`config.mk`:
```
export PLATFORM = sky130hd
export DESIGN_NAME = cap_frame_ctrl
export DESIGN_NICKNAME = d
export VERILOG_FILES = /design/src/rtl/cap_frame_ctrl.sv
export SDC_FILE = /design/constraint.sdc
export NUM_CORES = 1
export LEC_CHECK = 0
export BUFFER_PORTS_ARGS = -buffer_cell sky130_fd_sc_hd__buf_2
export CORE_MARGIN = 2
export CORE_UTILIZATION = 45
export CTS_BUF_LIST = sky130_fd_sc_hd__clkbuf_4 sky130_fd_sc_hd__clkbuf_8
export DETAILED_ROUTE_END_ITERATION = 8
export GPL_ROUTABILITY_DRIVEN = 0
export PLACE_DENSITY = 0.69
export SETUP_SLACK_MARGIN = 0.3
export SYNTH_ARGS = -nofsm -noshare
export SYNTH_HDL_FRONTEND = slang
export SYNTH_SLANG_ARGS = --single-unit
```
`constraint.sdc`:
```
create_clock -name pclk -period 3.2 [get_ports pclk]
set_input_delay 0.16 -clock pclk [delete_from_list [all_inputs] [get_ports pclk]]
set_output_delay 0.16 -clock pclk [all_outputs]
set_load 0.005 [all_outputs]
```
`src/rtl/cap_frame_ctrl.sv`:
```
`timescale 1ns/1ps
// ---------------------------------------------------------------------------
// cap_frame_ctrl
//
// Frame-level sequencer sitting between the camera pixel-capture datapath and
// the RGB332 frame buffer. It arms on a start command, aligns to the falling
// edge of the camera vsync, optionally discards a number of leading frames,
// and then owns the buffer write port for exactly NPIX writes per frame.
//
// Ports
//   pclk         camera pixel clock, the only clock
//   rst          synchronous active-high reset
//   start        arm capture (only honoured in IDLE, and not together with stop)
//   stop         request halt (immediate in WAIT_VS, end-of-frame in CAPTURE)
//   mode_cont    1 = continuous, 0 = single frame; latched on an accepted start
//   skip_n       number of leading frames to discard; latched on an accepted start
//   vsync        camera vsync, high during vertical blanking
//   cap_wr_in    pixel-valid strobe from the capture datapath
//   cap_data_in  RGB332 pixel from the capture datapath
//   cap_en       enable to the capture datapath, high while capturing
//   mem_wr       buffer write enable (one cycle after the accepted strobe)
//   mem_addr     buffer write address
//   mem_data     buffer write data
//   busy         high in every state except IDLE
//   frame_done   one-cycle pulse per good (exactly NPIX pixel) frame
//   frame_err    sticky short/overlong frame flag, cleared by an accepted start
//   frame_cnt    number of good frames, wraps 255 -> 0
//   pix_cnt      writes accepted in the current frame, saturates at NPIX
//   state_dbg    current FSM state (0 IDLE, 1 WAIT_VS, 2 CAPTURE)
//
// Handshake: cap_wr_in is a single-cycle valid with no back-pressure. A strobe
// is accepted whenever the block is in CAPTURE and fewer than NPIX pixels have
// been written; any other strobe is discarded (and flagged when it overflows
// a frame). Each accepted strobe produces exactly one mem_wr cycle.
//
// NPIX-1 must be representable in AW bits, and NPIX itself must fit too since
// pix_cnt holds the saturated value NPIX.
// ---------------------------------------------------------------------------
module cap_frame_ctrl #(
    parameter int AW   = 15,
    parameter int NPIX = 19200,
    parameter int SKW  = 4
) (
    input  logic           pclk,
    input  logic           rst,
    input  logic           start,
    input  logic           stop,
    input  logic           mode_cont,
    input  logic [SKW-1:0] skip_n,
    input  logic           vsync,
    input  logic           cap_wr_in,
    input  logic [7:0]     cap_data_in,
    output logic           cap_en,
    output logic           mem_wr,
    output logic [AW-1:0]  mem_addr,
    output logic [7:0]     mem_data,
    output logic           busy,
    output logic           frame_done,
    output logic           frame_err,
    output logic [7:0]     frame_cnt,
    output logic [AW-1:0]  pix_cnt,
    output logic [1:0]     state_dbg
);

    typedef enum logic [1:0] {
        ST_IDLE    = 2'd0,
        ST_WAIT_VS = 2'd1,
        ST_CAPTURE = 2'd2
    } state_t;

    localparam logic [AW-1:0] NPIX_C = AW'(NPIX);

    // Registered state
    state_t          state_q,      state_d;
    logic            vs_q,         vs_d;
    logic [SKW-1:0]  skip_left_q,  skip_left_d;
    logic            mode_q,       mode_d;
    logic            stop_pend_q,  stop_pend_d;
    logic [AW-1:0]   pix_cnt_q,    pix_cnt_d;
    logic [7:0]      frame_cnt_q,  frame_cnt_d;
    logic            frame_err_q,  frame_err_d;
    logic            frame_done_q, frame_done_d;
    logic            cap_en_q,     cap_en_d;
    logic            mem_wr_q,     mem_wr_d;
    logic [AW-1:0]   mem_addr_q,   mem_addr_d;
    logic [7:0]      mem_data_q,   mem_data_d;

    // Combinational helpers
    logic            vs_fall;
    logic            vs_rise;
    logic            wr_accept;
    logic            wr_drop;
    logic [AW-1:0]   cnt_upd;

    // -----------------------------------------------------------------------
    // Next-state and next-output logic
    // -----------------------------------------------------------------------
    always_comb begin
        state_d      = state_q;
        vs_d         = vsync;
        skip_left_d  = skip_left_q;
        mode_d       = mode_q;
        stop_pend_d  = stop_pend_q;
        pix_cnt_d    = pix_cnt_q;
        frame_cnt_d  = frame_cnt_q;
        frame_err_d  = frame_err_q;
        frame_done_d = 1'b0;
        mem_wr_d     = 1'b0;
        mem_addr_d   = mem_addr_q;
        mem_data_d   = mem_data_q;

        vs_fall   = vs_q & ~vsync;
        vs_rise   = ~vs_q & vsync;
        wr_accept = 1'b0;
        wr_drop   = 1'b0;
        cnt_upd   = pix_cnt_q;

        case (state_q)
            ST_IDLE: begin
                // start together with stop is treated as "do nothing".
                if (start && !stop) begin
                    mode_d      = mode_cont;
                    skip_left_d = skip_n;
                    frame_err_d = 1'b0;
                    stop_pend_d = 1'b0;
                    state_d     = ST_WAIT_VS;
                end
            end

            ST_WAIT_VS: begin
                if (stop) begin
                    state_d = ST_IDLE;
                end else if (vs_fall) begin
                    if (skip_left_q == '0) begin
                        state_d   = ST_CAPTURE;
                        pix_cnt_d = '0;
                    end else begin
                        skip_left_d = skip_left_q - SKW'(1);
                    end
                end
            end

            ST_CAPTURE: begin
                wr_accept = cap_wr_in && (pix_cnt_q < NPIX_C);
                wr_drop   = cap_wr_in && !(pix_cnt_q < NPIX_C);

                if (wr_accept) begin
                    mem_wr_d   = 1'b1;
                    mem_addr_d = pix_cnt_q;
                    mem_data_d = cap_data_in;
                    cnt_upd    = pix_cnt_q + AW'(1);
                end
                pix_cnt_d = cnt_upd;

                if (wr_drop) begin
                    frame_err_d = 1'b1;
                end

                // A stop here only takes effect at the end of the frame.
                if (stop) begin
                    stop_pend_d = 1'b1;
                end

                // End of frame is judged on the count including a write that
                // lands in the same cycle as the vsync rise. A stop arriving in
                // that very cycle already counts as pending.
                if (vs_rise) begin
                    if (cnt_upd == NPIX_C) begin
                        frame_done_d = 1'b1;
                        frame_cnt_d  = frame_cnt_q + 8'd1;
                        if (mode_q && !stop_pend_d) begin
                            // Skipping only applies to the leading frames after
                            // a start; back-to-back frames are all captured.
                            skip_left_d = '0;
                            state_d     = ST_WAIT_VS;
                        end else begin
                            state_d = ST_IDLE;
                        end
                    end else begin
                        frame_err_d = 1'b1;
                        state_d     = ST_IDLE;
                    end
                end
            end

            default: begin
                state_d = ST_IDLE;
            end
        endcase

        // cap_en is registered from the next state so it is high exactly
        // while the registered state is CAPTURE.
        cap_en_d = (state_d == ST_CAPTURE);
    end

    // -----------------------------------------------------------------------
    // State register
    // -----------------------------------------------------------------------
    always_ff @(posedge pclk) begin
        if (rst) begin
            state_q      <= ST_IDLE;
            vs_q         <= 1'b1;
            skip_left_q  <= '0;
            mode_q       <= 1'b0;
            stop_pend_q  <= 1'b0;
            pix_cnt_q    <= '0;
            frame_cnt_q  <= 8'd0;
            frame_err_q  <= 1'b0;
            frame_done_q <= 1'b0;
            cap_en_q     <= 1'b0;
            mem_wr_q     <= 1'b0;
            mem_addr_q   <= '0;
            mem_data_q   <= 8'd0;
        end else begin
            state_q      <= state_d;
            vs_q         <= vs_d;
            skip_left_q  <= skip_left_d;
            mode_q       <= mode_d;
            stop_pend_q  <= stop_pend_d;
            pix_cnt_q    <= pix_cnt_d;
            frame_cnt_q  <= frame_cnt_d;
            frame_err_q  <= frame_err_d;
            frame_done_q <= frame_done_d;
            cap_en_q     <= cap_en_d;
            mem_wr_q     <= mem_wr_d;
            mem_addr_q   <= mem_addr_d;
            mem_data_q   <= mem_data_d;
        end
    end

    // -----------------------------------------------------------------------
    // Outputs
    // -----------------------------------------------------------------------
    assign cap_en     = cap_en_q;
    assign mem_wr     = mem_wr_q;
    assign mem_addr   = mem_addr_q;
    assign mem_data   = mem_data_q;
    assign busy       = (state_q != ST_IDLE);
    assign frame_done = frame_done_q;
    assign frame_err  = frame_err_q;
    assign frame_cnt  = frame_cnt_q;
    assign pix_cnt    = pix_cnt_q;
    assign state_dbg  = state_q;

endmodule

```
==> results.cfg, run 1 <==
[floorplan]
start_util = 0.4590
die_w_um = 86.79
fp.dieH_um = 86.79
io_pins = 72
die_area_um2 = 7532
row_count = 30
core-area_um2 = 6719

[sta]
tns_ps = 0
finalCriticalPeriod_ps = 2752
setup_viol = 0
relSlewSlack = 0.4151
worst_pin_slew_ps = 875.2
finClkSkew_ps = 8.957
fin_crit_sh = 0.8601
rsz0062_at_grt = yes
hold_viol_final = 0
maxSlewViolCount = 0
max_freq_ghz = 0.3634

[clocking]
clock-sinks = 59
clk_pin_slew_ps = 70
cts_buffers = 9
tritoncts = yes
cts_max_level = 3
worstSkewPairLatency_ps = 340
clockBufferDepth = 2
cts-root-buf = clkbuf_8

[synth]
syn_area_um2 = 3084
yosysTopAreaCellShare = 0.3830
synth_top_cell_by_area = dfxtp_1
synthTopCellsByArea = dfxtp_1 38%, nand2_1 8.9%, a21oi_1 8.1%
async_flop_share = 0
synthFlopType = dfxtp_1
synth_warnings = 0
avgSynthCellArea_um2 = 7.848
synth_nets = 421
ys_seq_area_frac = 0.3830
syn-instance-count = 393
synth-edff-count = 0
synth_cell_types = 56
ys_ff_latch = 59

[detailed_routing]
num_vias = 3079
vias_per_cell = 5.598
drtIter0Drc = 210
drc = 0
post_drt_wl_per_cell_um = 14.03
totalWireLength_um = 7717
antenna_left = 0
firstDrtPassIters = 4

[critical_path]
arrival_ps = 2980
slowest_stage = or4b_1
end_kind = register
criticalPathCategory = reg -> reg
crit_chain = ha_1 > or4b_1 > o22ai_1 > mux2i_1 > a2111oi_4 > buf_4 > a41oi_2 > nand2b_4 > a31o_2
crit_fanout = 9
crit_path_start_kind = register
crit_required_ps = 3420
slowest_delay_ps = 470

[pwr]
p_leak_uw = 0.001557
p_total_uw = 1533
power.density_nw_per_um2 = 406.6
ir_drop_v = 0.0002840

[placement]
port_buffers = 71
place_inst = 531
dpl.hpwl_um = 5441

[grt]
antenna_found_initial = 0
grtUsageTotal = 0.2139
grt_overflow = 0
grt_pass1_wl_um = 12890
grt_max_degree = 32
grt_pass1_vias = 2832

[job]
cap_violations = 0

[cells_and_area]
fill_cells = 641
final_cell_mix = 73 x nand2_1, 71 x buf_2, 57 x dfxtp_1, 50 x a21oi_1, 28 x nor2_1
final_common_cell = nand2_1
final_cells = 550
layout-drive-gt1-share = 0.2532
fin_nets = 493
area_growth_pct = 22.27
n_antenna_cell = 0

[outcome]
outcome = finished clean

[min_path]
min_path_type = in -> reg
Yosys cell counts (all sizes together) (2+ instances only):
library cell	instances
nor4	4
and4	2
nor3b	3
a22oi	3
or3	10
nor2	29
or4	2
a211oi	5
or2	4
or4b	2
nand2	73
nor3	5
nand3	8
a2111oi	3
inv	13
xnor2	2
mux2i	2
ha	9
dfxtp	59
a31oi	2
a21boi	3
o21ai	20
nand2b	5
xor2	4
a211o	2
a41oi	2
and2	3
o22ai	4
nand3b	5
clkbuf	13
nand4	13
buf	9
a21oi	50
a31o	3
o211ai	4
and3	3
a21o	2
path summary, 6_finish.rpt:
path | to | slack [ps] | startpoint | depth (start not counted)
setup / recovery | skip_left_q[3] | 450 | pix_cnt[0] | 9
hold / removal | mem_data[4] | 50 | cap_data_in[4] | 3
setup reg to reg | skip_left_q[3] | 450 | pix_cnt[0] | 9
hold reg to reg | mem_addr[10] | 450 | mem_addr[10] | 2
repair_timing:
item / CTS / global route
pin swaps: 1 / 1
setup endpoints to repair: 3 / 11
gates resized for setup: 0 / 7
gates cloned: 0 / 0
hold buffers: 0 / 0
hold endpoints to repair: 0 / 0
buffers inserted: 2 / 1
cell families after synthesis:
family,count (synthesis),synth area share
AOI/OAI and AO/OA,108,0.2256
xor gates and xnor gates,6,0.01704
adders and majority gates,9,0.03651
buffers and inverters,35,0.04828
DFF,59,0.3830
muxes,2,0.006491
and+or+nand+nor,174,0.2832
metrics by stage:
stage	hold WS (ps)	utilization	setup slack, ps	cell area [um^2]
finish	54.34	0.5613	447.8	3771
global route	56.07	0.5613	303.9	3771
CTS	51.23	0.5540	320.8	3722
detailed placement	400.1	0.5223	249.8	3510
global placement	395.6	0.5223	362.3	3510
floorplan	243.6	-	533.4	3084
critical path: cells and delay by family, from the launching register on:
family / cells / cell delay (ps)
AOI/OAI and AO/OA: 4 / 930
and+or+nand+nor: 2 / 680
DFF: 1 / 360
adders and majority gates: 1 / 330
buffers and inverters: 1 / 210
muxes: 1 / 130
sequential cells by signal (all words and copies together) (netlist names):
name and flops:
frame_cnt 8, state_dbg 2, cap_en 1, vs_q 1, pix_cnt 15, frame_done 1
mode_q 1, mem_wr 1, stop_pend_q 1, skip_left_q 4, mem_data 8, frame_err 1
mem_addr 15
layer usage:
metal	vias to the layer above	global-route usage	routed length [um]
li1	1537	-	-
met1	1434	0.2799	3665
met2	98	0.3352	3492
met3	10	0.06000	443
met4	0	0.07955	116
met5	-	0	0
power breakdown:
part           switching, uW  total, uW  internal [uW]
logic                   67.5        117           49.3
registers               8.03        752            744
clock network            280        665            385
total                    356       1530           1180
final cells by class:
class | instances | area (um^2) | share of cell area
well taps | 80 | 100.1 | 0.02654
multi-input cells | 299 | 1795 | 0.4761
inverters | 13 | 48.80 | 0.01294
clock buffers | 11 | 145.1 | 0.03849
clock inverters | 5 | 52.55 | 0.01393
repair buffers | 83 | 445.4 | 0.1181
flip-flops and latches | 59 | 1184 | 0.3139
Power figures use the tool's default switching activity.
==> run 2: changes to the inputs <==
ABC_CLOCK_PERIOD_IN_PS = 3200   (was default)
CORE_UTILIZATION = 56   (was 45)
PLACE_DENSITY = 0.87   (was 0.69)
==> run 2 against run 1 <==
  * Power grew 0.57%
  * Clock skew is essentially flat
  * Die area shrank 19%
  * Setup slack gained 6.4 ps
  * Largest power group unchanged
==> results.cfg, run 2 (synthesis gave the netlist of run 1 again) <==
[grt]
grt_pass1_wl_um = 13080
grt_max_degree = 34
grt_pass1_vias = 2912
grt_overflow = 0
antenna_found_initial = 0
grtUsageTotal = 0.2646

[critical_path]
crit_chain = ha_1 > or4b_1 > o22ai_1 > mux2i_1 > a2111oi_4 > buf_4 > a41oi_1 > nand2b_4 > a31o_2
criticalPathCategory = reg -> reg
crit_fanout = 9
cp_top_family = compound AO/OA/AOI/OAI gates
end_kind = register
slowest_stage = or4b_1
crit_path_start_kind = register
arrival_ps = 2980
slowest_delay_ps = 460
crit_required_ps = 3430
cp_num_buf_inv = 1

[detailed_routing]
routed.top_layer = met4
met2WireLength_um = 3682
totalWireLength_um = 7849
vias_per_cell = 5.838
wl_met3_um = 565
drc = 0
firstDrtPassIters = 5
drtIter0Drc = 323
post_drt_wl_per_cell_um = 14.45
met1_length_um = 3411
num_vias = 3170
antenna_left = 0

[pwr]
p_leak_uw = 0.001557
ir_drop_v = 0.0002578
power.density_nw_per_um2 = 411.3

[placement]
dpl.hpwl_um = 5396
place_inst = 525
preCtsSetupSlack_ps = 395.9
port_buffers = 71

[cells_and_area]
n_antenna_cell = 0
fin_nets = 494
area_growth_pct = 21.58
layout-drive-gt1-share = 0.2569
final_cells = 543
final_common_cell = nand2_1
final_cell_mix = 73 x nand2_1, 71 x buf_2, 57 x dfxtp_1, 50 x a21oi_1, 28 x nor2_1

[sta]
fin_crit_sh = 0.8580
finClkSkew_ps = 8.764
setup_viol = 0
tns_ps = 0
setup_slack_ps = 454.3
max_freq_ghz = 0.3642
worst_pin_slew_ps = 844.7
rsz0062_at_grt = yes
maxSlewViolCount = 0
hold_viol_final = 0
finalCriticalPeriod_ps = 2746
relSlewSlack = 0.4355

[floorplan]
row_count = 27
io_pins = 72
die_area_um2 = 6117
fp.dieH_um = 78.21
start_util = 0.5706
core-area_um2 = 5405
die_w_um = 78.21

[clocking]
cts_buffers = 9
clk_pin_slew_ps = 60
clockBufferDepth = 2
cts-root-buf = clkbuf_8
clock-sinks = 59
tritoncts = yes
cts_max_level = 3
worstSkewPairLatency_ps = 340

[job]
cap_violations = 0

[min_path]
min_path_type = in -> reg

[outcome]
outcome = finished clean
-- run 2: final cells by class --
type	instances	area, um^2
clock buffers	11	145.1
well taps	72	90.09
clock inverters	5	52.55
flip-flops and latches	59	1184
repair buffers	84	452.9
fillers	435	1655
inverters	13	48.80
multi-input cells	299	1777
-- run 2: worst paths after layout --
kind / slack [ps] / to / from / depth (start not counted)
hold / removal: 50 / vs_q / vsync / 2
setup reg to reg: 450 / skip_left_q[2] / pix_cnt[0] / 9
hold reg to reg: 450 / mem_data[7] / mem_data[7] / 2
setup / recovery: 450 / skip_left_q[2] / pix_cnt[0] / 9
-- run 2: power by group --
part | leakage [uW] | switching [uW] | internal, uW
logic | 0.000977 | 66.7 | 49.1
clock network | 0.000103 | 290 | 385
registers | 0.000477 | 8.16 | 743
-- run 2: routing by layer --
| layer | global-route usage | vias up |
|---|---|---|
| met5 | 0 | - |
| met4 | 0.1386 | 0 |
| met3 | 0.05517 | 23 |
| met2 | 0.4422 | 151 |
| met1 | 0.3201 | 1449 |
| li1 | - | 1547 |
-- run 2: worst register-to-register path, stage by stage (launching register included) --
cell	delay, ps
dfxtp_2	360
ha_1	330
or4b_1	460
o22ai_1	170
mux2i_1	120
a2111oi_4	290
buf_4	200
a41oi_1	220
nand2b_4	240
a31o_2	260
-- run 2: timing repair --
action	4_1_cts	5_1_grt
hold buffers	0	0
setup buffers	0	2
resized for setup	0	7
endpoints found under the setup margin	0	11
-- run 2: stage by stage --
stage               hold slack (ps)  instance area, um^2  power (uW)    util
floorplan                     243.6                 3084       846.0       -
finish                        52.21                 3750        1542  0.6938
detailed placement            401.1                 3512       882.9  0.6498
CTS                           52.73                 3710        1547  0.6863
global placement              391.7                 3512       878.8  0.6498
global route                  56.23                 3750        1595  0.6938
